File: src/rtl/store_watch_pkg.sv
// Shared types and default constants for the store-watch FIFO block.
package store_watch_pkg;

    localparam int          N_DEF          = 32;
    localparam logic [31:0] MMIO_BASE_DEF  = 32'h0000_0040;
    localparam logic [31:0] MMIO_SIZE_DEF  = 32'h0000_0040;
    localparam logic [31:0] HALT_ADDR_DEF  = 32'd84;
    localparam logic [31:0] HALT_VALUE_DEF = 32'h0000_0096;

    typedef enum logic [0:0] {
        RUN    = 1'b0,
        HALTED = 1'b1
    } state_t;

    typedef struct packed {
        logic [N_DEF-1:0] addr;
        logic [N_DEF-1:0] data;
    } entry_t;

endpackage

File: src/rtl/store_watch_fifo_sync_fifo.sv
// First-word-fall-through FIFO with a registered head; accepts push+pop together when full.
module sync_fifo #(
    parameter int WIDTH = 64,
    parameter int DEPTH = 4,
    localparam int AW = $clog2(DEPTH),
    localparam int CW = AW + 1
) (
    input  logic             clk,
    input  logic             reset,
    input  logic             push,
    input  logic             pop,
    input  logic [WIDTH-1:0] wrData,
    output logic [WIDTH-1:0] rdData,
    output logic             valid,
    output logic             full,
    output logic [CW-1:0]    count
);

    logic [WIDTH-1:0] mem_r [DEPTH];
    logic [AW-1:0]    wrPtr_r;
    logic [AW-1:0]    rdPtr_r;
    logic [AW-1:0]    rdPtrNext_s;
    logic [CW-1:0]    countNext_s;
    logic [CW-1:0]    remain_s;
    logic [WIDTH-1:0] headNext_s;
    logic             doPop_s;
    logic             doPush_s;
    logic             full_s;

    // Next-state computation for pointers, occupancy and the head register
    always_comb begin
        full_s      = (count == CW'(DEPTH));
        doPop_s     = pop && (count != '0);
        doPush_s    = push && (!full_s || doPop_s);
        rdPtrNext_s = doPop_s ? (rdPtr_r + AW'(1)) : rdPtr_r;
        remain_s    = count - CW'(doPop_s);
        countNext_s = remain_s + CW'(doPush_s);
        // An entry pushed into an otherwise empty queue bypasses the array into the head
        if (countNext_s == '0) begin
            headNext_s = rdData;
        end else if (remain_s == '0) begin
            headNext_s = wrData;
        end else begin
            headNext_s = mem_r[rdPtrNext_s];
        end
    end

    // Storage array; contents are only meaningful between the pointers
    always_ff @(posedge clk) begin
        if (doPush_s) begin
            mem_r[wrPtr_r] <= wrData;
        end
    end

    // Pointer, occupancy and registered head/valid update
    always_ff @(posedge clk) begin
        if (reset) begin
            wrPtr_r <= '0;
            rdPtr_r <= '0;
            count   <= '0;
            valid   <= 1'b0;
            rdData  <= '0;
        end else begin
            if (doPush_s) begin
                wrPtr_r <= wrPtr_r + AW'(1);
            end
            rdPtr_r <= rdPtrNext_s;
            count   <= countNext_s;
            valid   <= (countNext_s != '0);
            rdData  <= headNext_s;
        end
    end

    assign full = full_s;

endmodule

File: src/rtl/store_watch_fifo.sv
// Snoops CPU stores, buffers those hitting the MMIO window and flags the halt store.
module store_watch_fifo
    import store_watch_pkg::*;
#(
    parameter int           n          = N_DEF,
    parameter int           DEPTH      = 4,
    parameter logic [n-1:0] MMIO_BASE  = n'(MMIO_BASE_DEF),
    parameter logic [n-1:0] MMIO_SIZE  = n'(MMIO_SIZE_DEF),
    parameter logic [n-1:0] HALT_ADDR  = n'(HALT_ADDR_DEF),
    parameter logic [n-1:0] HALT_VALUE = n'(HALT_VALUE_DEF)
) (
    input  logic                     clk,
    input  logic                     reset,
    input  logic                     memWrite,
    input  logic [n-1:0]             dataAddr,
    input  logic [n-1:0]             writeData,
    output logic                     out_valid,
    input  logic                     out_ready,
    output logic [n-1:0]             out_addr,
    output logic [n-1:0]             out_data,
    output logic [$clog2(DEPTH):0]   count,
    output logic                     overflow,
    output logic                     misaligned,
    output logic                     done,
    output logic                     idle,
    output logic [15:0]              store_cnt
);

    state_t       state_r;
    logic [n:0]   addrExt_s;
    logic [n:0]   winEnd_s;
    logic         hit_s;
    logic         aligned_s;
    logic         run_s;
    logic         pushReq_s;
    logic         haltHit_s;
    logic         drop_s;
    logic         full_s;
    logic [2*n-1:0] head_s;

    // Window decode in n+1 bits so a window ending exactly at 2^n still works
    always_comb begin
        addrExt_s = {1'b0, dataAddr};
        winEnd_s  = {1'b0, MMIO_BASE} + {1'b0, MMIO_SIZE};
        hit_s     = memWrite && (addrExt_s >= {1'b0, MMIO_BASE}) && (addrExt_s < winEnd_s);
        aligned_s = (dataAddr[1:0] == 2'b00);
        run_s     = (state_r == RUN);
        pushReq_s = run_s && hit_s && aligned_s;
        haltHit_s = run_s && memWrite && (dataAddr == HALT_ADDR) && (writeData == HALT_VALUE);
        drop_s    = pushReq_s && full_s && !out_ready;
    end

    sync_fifo #(
        .WIDTH (2*n),
        .DEPTH (DEPTH)
    ) u_fifo (
        .clk    (clk),
        .reset  (reset),
        .push   (pushReq_s),
        .pop    (out_ready),
        .wrData ({dataAddr, writeData}),
        .rdData (head_s),
        .valid  (out_valid),
        .full   (full_s),
        .count  (count)
    );

    assign out_addr = head_s[2*n-1:n];
    assign out_data = head_s[n-1:0];
    assign idle     = done && (count == '0);

    // RUN/HALTED state machine; HALTED is left only through reset
    always_ff @(posedge clk) begin
        if (reset) begin
            state_r <= RUN;
            done    <= 1'b0;
        end else begin
            case (state_r)
                RUN: begin
                    if (haltHit_s) begin
                        state_r <= HALTED;
                        done    <= 1'b1;
                    end
                end
                HALTED: begin
                    state_r <= HALTED;
                    done    <= 1'b1;
                end
                default: begin
                    state_r <= RUN;
                    done    <= 1'b0;
                end
            endcase
        end
    end

    // Sticky error flags and the saturating store counter
    always_ff @(posedge clk) begin
        if (reset) begin
            overflow   <= 1'b0;
            misaligned <= 1'b0;
            store_cnt  <= 16'h0000;
        end else begin
            if (drop_s) begin
                overflow <= 1'b1;
            end
            if (run_s && hit_s && !aligned_s) begin
                misaligned <= 1'b1;
            end
            if (memWrite && (store_cnt != 16'hFFFF)) begin
                store_cnt <= store_cnt + 16'd1;
            end
        end
    end

endmodule

File: config.mk
export PLATFORM = sky130hd
export DESIGN_NAME = store_watch_fifo
export DESIGN_NICKNAME = d
export VERILOG_FILES = /design/src/rtl/store_watch_pkg.sv /design/src/rtl/store_watch_fifo_sync_fifo.sv /design/src/rtl/store_watch_fifo.sv
export SDC_FILE = /design/constraint.sdc
export NUM_CORES = 1
export LEC_CHECK = 0
export CORE_ASPECT_RATIO = 0.5
export CORE_MARGIN = 3
export CORE_UTILIZATION = 52
export DETAILED_ROUTE_END_ITERATION = 6
export PLACE_DENSITY = 0.74
export SLEW_MARGIN = 20
export SYNTH_ARGS = -nofsm -noshare
export SYNTH_HDL_FRONTEND = slang
export SYNTH_HIERARCHICAL = 1
export SYNTH_SLANG_ARGS = --single-unit
export TNS_END_PERCENT = 5
File: constraint.sdc
create_clock -name clk -period 4.2 [get_ports clk]
set_input_delay 0.84 -clock clk [delete_from_list [all_inputs] [get_ports clk]]
set_output_delay 0.84 -clock clk [all_outputs]
set_load 0.02 [all_outputs]
# Word level (Yosys, flattened, before mapping)
# Memories as Yosys holds them, arrays and structs flattened.
# Cells that the tools add are included.
[totals]
mem_bits_rw = 256
wordCells = 56
ff_bits = 92
mem_count = 1
romBits = 0
out_inout_bits = 88
latchBits = 0
input_bits = 68
[mem_list]
columns = ["memory", "depth", "word_bits", "read_ports", "rd_ports_with_merged_regs", "write_ports", "line", "source"]
rows = [
  ["u_fifo.mem_r", 4, 64, 1, 0, 1, "store_watch_fifo_sync_fifo.sv:19", "logic [WIDTH-1:0] mem_r [DEPTH];"],
]
[op_classes]
reduce_logical = 24
multipliers = 0
order_cmp = 2
n_mux = 8
n_eq_ne = 5
bitwise_logic = 1
n_addsub = 5
n_div = 0
shifts = 0
[ops]
columns = ["operator", "n"]
rows = [
  ["2-to-1 mux 64 bit", 1],
  ["equality test 32 x 7 -> 1 bit (second input constant)", 1],
  ["equality test 32 x 8 -> 1 bit (second input constant)", 1],
  [">= comparator 32 x 7 -> 1 bit (second input constant)", 1],
  ["< comparator 32 x 8 -> 1 bit (second input constant)", 1],
  ["adder 16 x 1 -> 16 bit (second input constant)", 1],
  ["inequality test 16 bit (second input constant)", 1],
  ["logical AND 1 bit", 14],
  ["logical NOT 3 bit", 3],
  ["nonzero test 3 bit", 2],
  ["adder 2 x 1 -> 2 bit (second input constant)", 2],
  ["2-to-1 mux 1 bit", 4],
  ["one-hot mux 1 bit (2 select lines)", 2],
  ["adder 3 x 1 -> 3 bit", 1],
  ["equality test 3 bit (second input constant)", 1],
  ["logical NOT 1 bit", 3],
  ["subtractor 3 x 1 -> 3 bit", 1],
  ["logical NOT 2 bit", 1],
  ["2-to-1 mux 2 bit", 1],
  ["inequality test 2 x 1 -> 1 bit (second input constant)", 1],
  ["logical OR 1 bit", 1],
  ["inverter 1 bit", 1],
]

# Logic depth before layout (Yosys ltp)
[depth]
word_depth = 8
ltp_mapped = 14
mapped_depth_nobuf = 12

# Hierarchy
# Netlist, hierarchy kept.
[by_module_without_submodules]
columns = ["mod", "seq_area_each_um2", "area_each_um2", "instances", "cells_each"]
rows = [
  ["sync_fifo", 9128.8, 14732.9, 1, 1134],
  ["store_watch_fifo", 400.4, 1222.4, 1, 139],
]

# Least setup slack after synthesis
# Ideal clock, no wire load.
[synth_timing]
path_type = "input-to-reg"
start = "input port dataAddr[20]"
end = "memory u_fifo.mem_r[1][0] (enable)"
n_path_buf = 0
t_required_ns = 3.771
cell_stages = 6
arrival_time_ns = 3.725
path_slack_ns = 0.046
setup_ns = 0.429
path_cell_list = "nor4b_1 > nand4_1 > or2_2 > nor4_1 > a21boi_1 > and2_1"
[synth_between]
elab_chain_cells = 8
word_cells_on_any_way = 9
classes_between = "order compare (2); mux (2); reduce/logical (5)"
[synth_rtl]
columns = ["item", "line", "source"]
rows = [
  ["start, declared", "store_watch_fifo.sv:15", "input logic [n-1:0] dataAddr,"],
  [">= comparator 32 x 7 -> 1 bit", "store_watch_fifo.sv:45", "hit_s = memWrite && (addrExt_s >= {1'b0, MMIO_BASE}) && (addrExt_s < winEnd_s);"],
  ["logical AND 1 bit", "store_watch_fifo.sv:45", ""],
  ["logical AND 1 bit *", "store_watch_fifo.sv:45", ""],
  ["logical AND 1 bit * (2 in a row)", "store_watch_fifo.sv:48", "pushReq_s = run_s && hit_s && aligned_s;"],
  ["named net pushReq_s", "store_watch_fifo.sv:35", "logic pushReq_s;"],
  ["logical AND 1 bit *", "store_watch_fifo_sync_fifo.sv:34", "doPush_s = push && (!full_s || doPop_s);"],
  ["named net u_fifo.doPush_s", "store_watch_fifo_sync_fifo.sv:27", "logic doPush_s;"],
  ["2-to-1 mux 1 bit *", "store_watch_fifo_sync_fifo.sv:50", "if (doPush_s) begin"],
  ["2-to-1 mux 1 bit (implied by the code) *", "store_watch_fifo_sync_fifo.sv:51", "mem_r[wrPtr_r] <= wrData;"],
  ["end, declared", "store_watch_fifo_sync_fifo.sv:19", ""],
]
# The timed path passes the listed nets; every way through them passes the cells marked *.

# Worst setup path in the final report
[layout_timing]
start = "input port dataAddr[29]"
end = "register u_fifo.rdData[51]"
[layout_between]
elab_chain_cells = 8
word_cells_on_any_way = 9
classes_between = "add/sub (1); order compare (2); reduce/logical (6)"
[layout_rtl]
columns = ["item", "line", "source"]
rows = [
  [">= comparator 32 x 7 -> 1 bit", "store_watch_fifo.sv:45", ""],
  ["logical AND 1 bit", "store_watch_fifo.sv:45", ""],
  ["logical AND 1 bit *", "store_watch_fifo.sv:45", ""],
  ["logical AND 1 bit * (2 in a row)", "store_watch_fifo.sv:48", ""],
  ["named net pushReq_s", "store_watch_fifo.sv:35", ""],
  ["logical AND 1 bit *", "store_watch_fifo_sync_fifo.sv:34", ""],
  ["named net u_fifo.doPush_s", "store_watch_fifo_sync_fifo.sv:27", ""],
  ["adder 3 x 1 -> 3 bit *", "store_watch_fifo_sync_fifo.sv:37", "countNext_s = remain_s + CW'(doPush_s);"],
  ["logical NOT 3 bit *", "store_watch_fifo_sync_fifo.sv:39", "if (countNext_s == '0) begin"],
  ["end signal, assigned", "store_watch_fifo_sync_fifo.sv:70", "rdData <= headNext_s;"],
  ["end, declared", "store_watch_fifo_sync_fifo.sv:13", "output logic [WIDTH-1:0] rdData,"],
]
# Marked as above.
# A chain may end at the register's enable or synchronous reset.

==> metrics.md <==
| Metric | Value |
|---|---|
| Status | completed |
| Longest Clk Path Bufs | 3 |
| Post-synth EDFFs | 256 |
| Gpl congestion | 0.834 |
| Dpl cell area | 0.0182 mm2 |
| Ports | 156 |
| Area share of the largest cell type after synthesis | 48.2% |
| Setup_tns | 0 ps |
| Fmax | 259 MHz |
| Number of global-route vias before repair | 12.1k |
| Sw Ratio | 39.6% |
| Dpl hpwl | 24200 um |
| Static leakage | 6.66 nW |
| Core area | 0.0296 mm2 |
| Unrepaired setup endpoints after global routing | false |
| Mapped cell area | 0.0160 mm2 |
| Clock Power Share | 22.6% |
| Top cells by area, synth | edfxtp_1 (48%), dfxtp_1 (12%), mux2i_1 (4.3%), a22o_1 (3.4%), a311oi_1 (3.4%) |
| Worst slew pin tran | 1100 ps |
| Num CTS Buffers | 34 |
| Clk Latency, worst-skew pair | 530 ps |
| Antenna Diode Count | 0 |
| Routed length per instance | 23.2 um |
| Clock-pin transition on the worst setup and hold timing paths | 70 ps |
| Synth-to-layout area growth | 21.4% |
| Min Hold Slack | 482 ps |
| GRT Util Overall | 25.4% |
| Post-Syn Nets | 1350 |
| CP arrival | 4310 ps |
| Hold-fix buffers, CTS | 0 |
| First-pass GRT wire length | 65400 um |
| Worst Setup Start Kind | primary input |
| Maximum fanout along the worst path | 27 |
| VDD IR max | 0.000784 V |
| Final setup viols | 0 |
| Fin crit period | 3860 ps |
| TritonRoute pass-1 iters | 6 |
| Final hold vios | 0 |
| Max Cap Viol | 0 |
| Die height | 130 um |
| Share of cells above drive strength 1 | 13.0% |
| Top post-synthesis cells by count | edfxtp_1 (256), dfxtp_1 (92), nor2_1 (81) |
| #FFs+latches synth | 348 |
| # H-tree levels | 2 |
| Remaining Overflow, GRT | 0 |
| Slew headroom | 26.8% |
| CTS tree | yes |
| WS Path Type | primary input to flop |
| Count leader, synth | edfxtp_1 |
| Slew Viols, Final | 0 |
| Design area | 0.0194 mm2 |
| Via count | 11.9k |
| Asr flop ratio synth | 0% |
| YS warnings | 6 |
| I/O Buffers | 155 |
| Setup crit end kind | flop |
| Psw | 5.60 mW |
| Number of cell rows | 44 |
| DRC | 0 |
| Nets | 1477 |
| Initial core utilization | 53.9% |
| PwrDens | 729 mW/mm2 |
| Combinational power share | 47.9% |
| Cell taking the most area after synthesis | edfxtp_1 |
| Post-layout util | 65.4% |
| Sequential fraction of the synthesis area | 59.7% |
| Largest net degree at the start of global routing | 192 |
| Sink Count | 348 |
| Die area | 0.0329 mm2 |
| Die W | 254 um |
| Library cells used by synthesis | 61 |
| Initial antenna violation count | 1 |
| Total setup buffers inserted after CTS | 0 |
| Post-Route WL | 42000 um |
| Dominant synthesized flop cell | edfxtp_1 |
| Required @ worst endpoint | 4650 ps |
| Mapped Cells | 1273 |
| Hold WC Path Type | flop to flop |
| Final Skew | 22.6 ps |
| Root Driver | clkbuf_16 |
| Iteration-0 DRC Markers | 1237 |
| Part of the power in registers | 29.4% |
| Final Cycle Share | 91.8% |
| Syn avg cell area | 12.5 um2 |
| Via/cell ratio | 6.58 |
| Post-DRT Antenna Nets | 0 |
| Power Internal | 8.53 mW |
worst max-delay path: stages:
cell	delay, ps
clkdlybuf4s50_1	470
nor4_2	370
buf_4	170
nand4_1	200
or2_2	390
nor4_1	170
a21boi_1	270
ha_1	180
ha_1	140
xnor3_1	300
a21oi_4	280
buf_12	230
o21a_1	150
a22o_1	140
power by group through the flow:
| stage | sequential, mW | combinational [mW] | clock, mW |
|---|---|---|---|
| finish | 4.16 | 6.77 | 3.20 |
| CTS | 4.16 | 6.68 | 3.23 |
| global route | 4.17 | 7.23 | 3.39 |
| global placement | 4.23 | 6.41 | 0 |
| detailed placement | 4.22 | 6.64 | 0 |
| floorplan | 4.40 | 4.34 | 0 |
layer usage:
metal | vias up | part of all wire, % | global-route usage, %
met5 | - | 0.024 | 0
met4 | 2 | 2.8 | 9.99
met3 | 99 | 7.7 | 5.04
met2 | 529 | 50 | 43.6
met1 | 5951 | 40 | 32.2
li1 | 5353 | - | -
final timing paths:
path                             to         startpoint  slack [ps]  depth (start not counted)
setup / recovery  u_fifo/rdData[51]       dataAddr[29]         340                         14
hold / removal    u_fifo/rdData[21]  u_fifo/rdData[21]         480                          1
setup reg to reg  u_fifo/rdData[51]    u_fifo/count[2]        1370                         11
hold reg to reg   u_fifo/rdData[21]  u_fifo/rdData[21]         480                          1
layout by cell type (no fill, tap or decap), types with 3 or more instances in the layout:
cell | netlist | final
nand2_1 | 19 | 19
nor3_1 | 4 | 4
o21a_1 | 64 | 64
nor4b_1 | 6 | 6
nor2b_1 | 13 | 12
buf_12 | 0 | 22
nor2_1 | 81 | 80
and3_1 | 64 | 64
o211ai_1 | 62 | 62
a31oi_1 | 64 | 64
ha_1 | 9 | 9
bufinv_16 | 0 | 5
clkbuf_1 | 73 | 5
o211a_2 | 40 | 40
and2_4 | 0 | 4
inv_6 | 0 | 3
o211a_1 | 22 | 22
edfxtp_1 | 256 | 256
a22o_1 | 62 | 62
buf_4 | 3 | 37
a21oi_1 | 4 | 4
clkdlybuf4s50_1 | 0 | 155
clkinv_2 | 0 | 5
xnor2_1 | 3 | 3
clkinvlp_4 | 0 | 4
dfxtp_1 | 92 | 90
o21ai_0 | 4 | 4
nor4_1 | 11 | 10
a311oi_1 | 62 | 62
nand4_1 | 6 | 6
inv_1 | 11 | 11
nand3_1 | 69 | 68
a211oi_1 | 5 | 5
mux2i_1 | 69 | 69
mux2_2 | 9 | 9
clkbuf_16 | 0 | 35
registers in the layout (all words and copies together), names as in the netlist:
register,count
u_fifo/count,3
u_fifo/wrPtr_r,2
done,1
u_fifo/rdData,64
u_fifo/rdPtr_r,2
u_fifo/valid,1
overflow,1
state_r,1
misaligned,1
u_fifo/mem_r,256
store_cnt,16
cell type report:
| class | count | area [um2] |
|---|---|---|
| clock inverters | 18 | 243 |
| inverters | 12 | 50.0 |
| repair buffers | 214 | 2270 |
| flip-flops and latches | 348 | 9540 |
| well taps | 391 | 489 |
| clock buffers | 41 | 908 |
| multi-input cells | 790 | 5870 |
| fillers | 2116 | 10300 |
metrics by stage:
step           setup slack [ps]  total power, mW  cells
2_1_floorplan              46.2             8.74   1273
6_report                    343             14.1   1814
3_5_place_dp               -328             10.9   1754
5_1_grt                    50.2             14.8   1814
3_3_place_gp               -173             10.6   1754
4_1_cts                     212             14.1   1813
logic make-up (layout without fill, tap and decap cells):
logic type      count (synthesis)  in the layout  synth area share [%]
compound gates                404            404                  20.5
xor+xnor                        4              4                 0.306
fa+ha+maj                       9              9                 0.706
buf+inv                       135            285                  3.87
flops                         348            348                  59.7
mux                            79             79                  5.11
simple gates                  294            294                  9.84
repair_timing:
action,in CTS,in global routing
resized for setup,0,1
endpoints found under the hold margin,0,0
endpoints found under the setup margin,0,17
No activity file was read; power rests on OpenSTA's default activity.
